## config.mk

```make
export PLATFORM = sky130hd
export DESIGN_NAME = regfile_mp
export DESIGN_NICKNAME = d
export VERILOG_FILES = /design/src/rtl/regfile_mp.sv
export SDC_FILE = /design/constraint.sdc
export NUM_CORES = 1
export LEC_CHECK = 0
export BUFFER_PORTS_ARGS = -buffer_cell sky130_fd_sc_hd__buf_2
export CAP_MARGIN = 20
export CORE_ASPECT_RATIO = 0.5
export CORE_UTILIZATION = 60
export CTS_CLUSTER_SIZE = 14
export DETAILED_ROUTE_END_ITERATION = 7
export PLACE_DENSITY = 0.87
export SYNTH_ARGS = -nofsm -noshare
export SYNTH_HDL_FRONTEND = slang
export SYNTH_SLANG_ARGS = --single-unit
```

## constraint.sdc

```tcl
create_clock -name clk -period 4.3 [get_ports clk]
set_input_delay 0.645 -clock clk [delete_from_list [all_inputs] [get_ports clk]]
set_output_delay 0.645 -clock clk [all_outputs]
set_load 0.05 [all_outputs]
```

## src/rtl/regfile_mp.sv

```systemverilog
// Multi-port register file: NUM_GPR general-purpose registers plus SP and ISR,
// two write ports (port 0 wins), two bypassed read ports, SP push/pop with sticky flags.
module regfile_mp #(
    parameter int unsigned     DATA_W   = 16,
    parameter int unsigned     NUM_GPR  = 8,
    parameter int unsigned     SEL_W    = 4,
    parameter int unsigned     SP_W     = 12,
    parameter logic [SP_W-1:0] SP_RESET = {SP_W{1'b1}}
) (
    input  logic                        clk,
    input  logic                        rst,
    input  logic [SEL_W-1:0]            rd_sel0,
    input  logic [SEL_W-1:0]            rd_sel1,
    output logic [DATA_W-1:0]           rd_data0,
    output logic [DATA_W-1:0]           rd_data1,
    input  logic                        wr_en0,
    input  logic                        wr_en1,
    input  logic [SEL_W-1:0]            wr_sel0,
    input  logic [SEL_W-1:0]            wr_sel1,
    input  logic [DATA_W-1:0]           wr_data0,
    input  logic [DATA_W-1:0]           wr_data1,
    input  logic                        sp_push,
    input  logic                        sp_pop,
    input  logic                        flag_clr,
    output logic                        stack_ovf,
    output logic                        stack_unf,
    output logic [NUM_GPR*DATA_W-1:0]   regs_out_flat,
    output logic [SP_W-1:0]             sp_out,
    output logic [SP_W-1:0]             isr_out
);

    localparam int unsigned SEL_SP  = NUM_GPR;
    localparam int unsigned SEL_ISR = NUM_GPR + 1;
    localparam int unsigned SEL_END = NUM_GPR + 2;

    logic [NUM_GPR-1:0][DATA_W-1:0] gpr_q;
    logic [NUM_GPR-1:0][DATA_W-1:0] gpr_d;
    logic [SP_W-1:0]                sp_q;
    logic [SP_W-1:0]                sp_d;
    logic [SP_W-1:0]                isr_q;
    logic [SP_W-1:0]                isr_d;
    logic                           ovf_q;
    logic                           ovf_d;
    logic                           unf_q;
    logic                           unf_d;

    logic [1:0][SEL_W-1:0]          rd_sel_s;
    logic [1:0][DATA_W-1:0]         rd_data_s;
    logic                           wr0_sp_s;
    logic                           wr1_sp_s;

    function automatic logic sel_is(input logic [SEL_W-1:0] sel, input int unsigned idx);
        return (32'(sel) == idx);
    endfunction

    function automatic logic sel_valid(input logic [SEL_W-1:0] sel);
        return (32'(sel) < SEL_END);
    endfunction

    function automatic logic [DATA_W-1:0] sp_zext(input logic [SP_W-1:0] v);
        return DATA_W'(v);
    endfunction

    assign rd_sel_s[0] = rd_sel0;
    assign rd_sel_s[1] = rd_sel1;
    assign rd_data0    = rd_data_s[0];
    assign rd_data1    = rd_data_s[1];

    // Read ports: stored value with write-through bypass; SP/ISR reads see only SP_W bits.
    always_comb begin
        rd_data_s = '0;
        for (int p = 0; p < 2; p++) begin
            if (sel_valid(rd_sel_s[p])) begin
                if (wr_en0 && (wr_sel0 == rd_sel_s[p])) begin
                    rd_data_s[p] = wr_data0;
                end else if (wr_en1 && (wr_sel1 == rd_sel_s[p])) begin
                    rd_data_s[p] = wr_data1;
                end else if (sel_is(rd_sel_s[p], SEL_SP)) begin
                    rd_data_s[p] = sp_zext(sp_q);
                end else if (sel_is(rd_sel_s[p], SEL_ISR)) begin
                    rd_data_s[p] = sp_zext(isr_q);
                end else begin
                    for (int k = 0; k < NUM_GPR; k++) begin
                        if (sel_is(rd_sel_s[p], k)) begin
                            rd_data_s[p] = gpr_q[k];
                        end else begin
                            rd_data_s[p] = rd_data_s[p];
                        end
                    end
                end
                // Truncate bypassed data for the narrow special registers.
                if (32'(rd_sel_s[p]) >= SEL_SP) begin
                    rd_data_s[p] = sp_zext(rd_data_s[p][SP_W-1:0]);
                end else begin
                    rd_data_s[p] = rd_data_s[p];
                end
            end else begin
                rd_data_s[p] = '0;
            end
        end
    end

    // GPR and ISR next state: port 0 has priority over port 1 on a shared target.
    always_comb begin
        gpr_d = gpr_q;
        for (int k = 0; k < NUM_GPR; k++) begin
            if (wr_en0 && sel_is(wr_sel0, k)) begin
                gpr_d[k] = wr_data0;
            end else if (wr_en1 && sel_is(wr_sel1, k)) begin
                gpr_d[k] = wr_data1;
            end else begin
                gpr_d[k] = gpr_q[k];
            end
        end
        if (wr_en0 && sel_is(wr_sel0, SEL_ISR)) begin
            isr_d = wr_data0[SP_W-1:0];
        end else if (wr_en1 && sel_is(wr_sel1, SEL_ISR)) begin
            isr_d = wr_data1[SP_W-1:0];
        end else begin
            isr_d = isr_q;
        end
    end

    assign wr0_sp_s = wr_en0 && sel_is(wr_sel0, SEL_SP);
    assign wr1_sp_s = wr_en1 && sel_is(wr_sel1, SEL_SP);

    // SP next state and sticky flags: an explicit write suppresses push/pop and flag events.
    always_comb begin
        sp_d  = sp_q;
        ovf_d = ovf_q & ~flag_clr;
        unf_d = unf_q & ~flag_clr;
        if (wr0_sp_s) begin
            sp_d = wr_data0[SP_W-1:0];
        end else if (wr1_sp_s) begin
            sp_d = wr_data1[SP_W-1:0];
        end else if (sp_push && sp_pop) begin
            sp_d = sp_q;
        end else if (sp_push) begin
            if (sp_q == '0) begin
                sp_d  = sp_q;
                ovf_d = 1'b1;
            end else begin
                sp_d = sp_q - SP_W'(1);
            end
        end else if (sp_pop) begin
            if (sp_q == SP_RESET) begin
                sp_d  = sp_q;
                unf_d = 1'b1;
            end else begin
                sp_d = sp_q + SP_W'(1);
            end
        end else begin
            sp_d = sp_q;
        end
    end

    // State registers with synchronous reset overriding all other activity.
    always_ff @(posedge clk) begin
        if (rst) begin
            gpr_q <= '0;
            sp_q  <= SP_RESET;
            isr_q <= '0;
            ovf_q <= 1'b0;
            unf_q <= 1'b0;
        end else begin
            gpr_q <= gpr_d;
            sp_q  <= sp_d;
            isr_q <= isr_d;
            ovf_q <= ovf_d;
            unf_q <= unf_d;
        end
    end

    assign regs_out_flat = gpr_q;
    assign sp_out        = sp_q;
    assign isr_out       = isr_q;
    assign stack_ovf     = ovf_q;
    assign stack_unf     = unf_q;

endmodule

```

==> run summary, run 1 <==
run status: complete, but fails checks
failing checks: design-rule violations
Total GRT Usage: 0.505
synth top area cells: dfxtp_1 (27%), mux2i_1 (13%), a211oi_1 (10%)
Yosys cell types: 69
P&R area growth vs syn: 16.9%
Longest Clk Path Bufs: 2
part of the power in combinational logic: 0.272
row cnt: 35
Mean Syn Cell Area: 7.77 um2
die width: 197 um
Synth async-reset ratio: 0
DRC Markers: 12
crit path kind: input pin to output port
Slew headroom: 0.191
# nets final: 1676
total net switching power: 1680 uW
Core ar.: 18500 um2
CP arrival: 3.24 ns
CP max FO: 21
wire per inst: 27.4 um
TritonCTS buffer count: 17
Seq pwr share: 0.359
Syn Inst Count: 1472
Clk pwr share: 0.369
Hold Slack: 0.474 ns
sw frac: 0.372
clock skew: 0.0120 ns
Post-CTS Setup Inserts: 0
TritonCTS sink count: 154
clock latency on the worst-skew pair: 0.44 ns
Peak Freq: 257 MHz
gr ovfl total: 0
CTS Hold Bufs: 0
post-synth top area cell: dfxtp_1
Final Setup Violations: 0
Pwr Density: 338 nW/um2
most frequent cells in the layout: buf_2 (239), nor2_1 (233), a211oi_1 (154), dfxtp_1 (154), mux2i_1 (146)
Pint: 2840 uW
DIE AREA: 19600 um2
Lkg Pwr: 0.00554 uW
Finished Layout Cells: 1882
Crit-path slowest cell: o32ai_1
Setup TNS: 0 ns
startpoint types: input pin
max-slew violations: 0
Final period util: 0.903
n_diodes: 0
gpl congestion: 1.13
final hold vios: 0
via count: 13900
FF+latch count, synth: 154
Power, Total: 4520 uW
DRT Pass-1 Iters: 8
Peak VDD IR: 276 uV
commonest non-fill, non-tap cell in the layout: buf_2
Data required, critical path: 3.65 ns
endpoint class of the critical path: output port
Clock Tree Root: clkbuf_16
sequential area share after synthesis: 0.270
Port Buf Inserts: 240
post-synth top area share: 0.270
CTS resizes: 0
syn nets: 1538
Placed Cells incl. Taps: 1842
Starting Density: 0.617
Worst-path clk slew: 0.07 ns
DRT Wirelength: 51500 um
initial antenna violation count: 1
CP max stage delay: 0.60 ns
CP cell instances: buf_2 > buf_4 > nor2b_1 > a221oi_1 > o22ai_1 > a211oi_1 > o32ai_1 > buf_2
# IOs: 241
initial DRC count: 2720
share of layout cells above drive strength 1: 0.219
max-cap check violation count: 0
Worst Hold Class: flip-flop to flip-flop
yosys warns: 0
most frequent CP cell: buf_2
first-pass GRT wire length: 74700 um
synthesized cell area: 11400 um2
top_reg_cell synth: dfxtp_1
die height: 99.6 um
EDFF count, synth: 0
CTS tree: built
vias in the first global route: 12600
Period minus WS final: 3.88 ns
ANT nets after route: 0
largest net degree at the start of global routing: 80
Worst-Margin Slew: 1.21 ns
RSZ-0062 raised after global routing: false
vias per cell: 7.40
hpwl dp: 36300 um
H-Tree Depth: 4
worst max-delay path: cells and delay by family:
family          cells  cell delay, ns
simple gates        1            0.48
buf+inv             3            1.03
compound gates      4            1.06
power groups by stage:
stage	clock [uW]	sequential (uW)	combinational (uW)
after floorplan	0	1790	672
after global placement	0	1640	1150
after detailed placement	0	1640	1170
after CTS	1650	1610	1180
after global routing	1710	1620	1270
final	1670	1620	1230
registers in the layout, summed over array words and instances (netlist names):
register,cells
regs_out_flat,128
stack_unf,1
sp_out,12
stack_ovf,1
isr_out,12
cell families after synthesis:
kind of cell / count (synthesis) / synth area share
AO/OA/AOI/OAI: 472 / 0.296
AND/OR/NAND/NOR: 456 / 0.176
buffers and inverters: 184 / 0.0672
multiplexers: 173 / 0.162
flip-flops: 154 / 0.270
XOR/XNOR: 22 / 0.0169
adder cells (fa/ha/maj): 11 / 0.0127
metal layers:
layer  vias up  GRT usage  share of wire
met5         -          0              0
met3       338      0.154           0.16
met4         0      0.274          0.066
met1      6418      0.654           0.37
li1       5776          -              -
met2      1404      0.751           0.41
final cells by class:
type,count,area (um2)
clock inverters,11,169
well taps,259,324
fillers,1497,5160
multi-input cells,1134,7600
flip-flops and latches,154,3080
inverters,18,67.6
repair buffers,285,1680
clock buffers,21,450
through the flow:
step                 util  area, um2  setup slack, ns
CTS                 0.713      13200            0.652
global route        0.722      13400            0.317
finish              0.722      13400            0.416
global placement    0.680      12600            0.724
floorplan               -      11400            0.538
detailed placement  0.680      12600            0.643
final timing paths:
path	startpoint	endpoint	slack (ns)	depth (start not counted)
min reg2reg	stack_ovf	stack_ovf	0.47	2
max	rd_sel1[0]	rd_data1[5]	0.42	8
min	stack_ovf	stack_ovf	0.47	2
max reg2reg	sp_out[0]	sp_out[10]	1.49	8
Yosys cell counts, drive strengths merged, types with 11 or more instances:
cell / count
nor2b: 19
mux2i: 146
o221ai: 18
a22oi: 29
mux2: 20
clkbuf: 108
a31oi: 14
inv: 17
nand2: 91
nand3: 42
nor3: 13
dfxtp: 154
buf: 58
xnor2: 12
a211oi: 155
nor2: 235
o22ai: 21
a21oi: 71
a311oi: 24
o21ai: 45
a221oi: 11
nand2b: 16
Note: power is estimated with default switching activity, not from simulation.
==> run 2: changes to the inputs <==
==> constraint.sdc (replaced) <==
create_clock -name clk -period 4.3 [get_ports clk]
set_input_delay 0.215 -clock clk [delete_from_list [all_inputs] [get_ports clk]]
set_output_delay 0.215 -clock clk [all_outputs]
set_load 0.05 [all_outputs]
==> run summary, run 2 (synthesized netlist as in run 1, its figures left out) <==
clock skew: 0.00495 ns
DRT Wirelength: 51800 um
Pwr Density: 332 nW/um2
row cnt: 35
Peak VDD IR: 288 uV
hpwl dp: 36900 um
met3 WL: 8200 um
run status: completed
gr ovfl total: 0
wire per inst: 27.7 um
Period minus WS final: 3.38 ns
Starting Density: 0.617
die width: 197 um
FF-to-FF path depth: 8
CP max FO: 35
die height: 99.6 um
Largest register FFs: 128
Power, Total: 4400 uW
CTS resizes: 0
CTS tree: built
Critical Path Sink: rd_data0[10]
CP cell instances: buf_2 > nand2b_1 > nor2_1 > a221oi_1 > o21ai_0 > a21oi_1 > o31ai_1 > buf_2
DR WL met2: 21700 um
Longest Clk Path Bufs: 2
P&R area growth vs syn: 15.9%
ANT nets after route: 0
max-cap check violation count: 0
Final period util: 0.787
Final Setup Violations: 0
via count: 13800
vias in the first global route: 12400
clock latency on the worst-skew pair: 0.44 ns
Hold Slack: 0.0532 ns
Filler cells: 1517
FF-to-FF End: sp_out[8]
gpl congestion: 1.14
Total GRT Usage: 0.514
startpoint types: input pin
worst r2r src: sp_out[0]
Post-CTS Setup Inserts: 0
DRT Pass-1 Iters: 7
Finished Layout Cells: 1875
Placed Cells incl. Taps: 1833
Top delay family on crit path: compound AO/OA/AOI/OAI gates
Worst-path clk slew: 0.06 ns
initial antenna violation count: 3
highest metal used: met5
Data required, critical path: 4.09 ns
Crit-path slowest cell: nor2_1
Core ar.: 18500 um2
# IOs: 241
Lkg Pwr: 0.00548 uW
TritonCTS buffer count: 17
Levels on crit path: 8
max-slew violations: 0
largest net degree at the start of global routing: 55
CP arrival: 3.17 ns
final hold vios: 0
most frequent CP cell: buf_2
DIE AREA: 19600 um2
# nets final: 1668
Peak Freq: 296 MHz
vias per cell: 7.34
Post-Route M1 WL: 19000 um
TritonCTS sink count: 154
CP max stage delay: 0.69 ns
slack of the worst reg-to-reg path: 1.63 ns
H-Tree Depth: 4
CTS Hold Bufs: 0
Worst-Margin Slew: 1.29 ns
most frequent cells in the layout: buf_2 (239), nor2_1 (233), a211oi_1 (154), dfxtp_1 (154), mux2i_1 (146)
Port Buf Inserts: 240
Setup TNS: 0 ns
share of layout cells above drive strength 1: 0.215
Clock Tree Root: clkbuf_16
initial DRC count: 2397
crit path kind: input pin to output port
Buf+Inv Stages, Crit Path: 2
first-pass GRT wire length: 76200 um
Worst Hold Class: input pin to flip-flop
DRC Markers: 0
commonest non-fill, non-tap cell in the layout: buf_2
Worst setup startpoint: rd_sel0[2]
Slew headroom: 0.141
RSZ-0062 raised after global routing: false
endpoint class of the critical path: output port
-- run 2: cell count changes in the layout (fill, tap and decap cells not counted), sizes merged --
| cell | change |
|---|---|
| diode | +1 |
| clkinv | +5 |
| clkinvlp | -1 |
| buf | -8 |
| inv | -1 |
| bufinv | -2 |
| clkbuf | -1 |
-- run 2: area by class of cell --
type                    count  area (um2)  share of cell area
clock inverters            12         125             0.00944
flip-flops and latches    154        3080               0.233
diodes                      1        2.50            0.000189
well taps                 259         324              0.0245
inverters                  18        67.6             0.00510
clock buffers              20         447              0.0337
repair buffers            277        1600               0.121
multi-input cells        1134        7600               0.573
-- run 2: how the worst min path moves through the flow --
| stage | startpoint | endpoint | slack [ns] | cells past startpoint |
|---|---|---|---|---|
| after detailed placement | stack_ovf | stack_ovf | 0.46 | 2 |
| after floorplan | flag_clr | stack_ovf | 0.39 | 2 |
| after CTS | flag_clr | stack_ovf | 0.05 | 3 |
| after global placement | stack_ovf | stack_ovf | 0.46 | 2 |
| after global routing | flag_clr | stack_ovf | 0.07 | 3 |
| final | flag_clr | stack_ovf | 0.05 | 3 |
-- run 2: stage by stage --
| stage | setup WS, ns | util | cell area [um2] |
|---|---|---|---|
| finish | 0.917 | 0.715 | 13200 |
| global route | 0.914 | 0.715 | 13200 |
| CTS | 1.18 | 0.706 | 13100 |
| detailed placement | 1.22 | 0.675 | 12500 |
| global placement | 1.23 | 0.674 | 12500 |
| floorplan | 1.24 | - | 11400 |
-- run 2: routing by layer --
| layer | track usage | up-vias |
|---|---|---|
| li1 | - | 5777 |
| met1 | 0.667 | 6377 |
| met4 | 0.259 | 6 |
| met5 | 0 | - |
| met3 | 0.161 | 277 |
| met2 | 0.770 | 1317 |
-- run 2: worst reg2reg max path, stage by stage (launching register included) --
cell and delay, ns:
dfxtp_1 0.64, inv_1 0.28, fa_1 0.51, nor2b_1 0.24, o31a_1 0.22, o22a_1 0.17, xnor2_1 0.12, a211oi_1 0.10
a211o_1 0.28
-- run 2: report_power, final --
part / total, uW / switching (uW) / internal [uW] / leakage [uW]
Sequential: 1610 / 127 / 1490 / 0.00125
Clock: 1550 / 682 / 867 / 0.000276
Combinational: 1240 / 877 / 360 / 0.00395
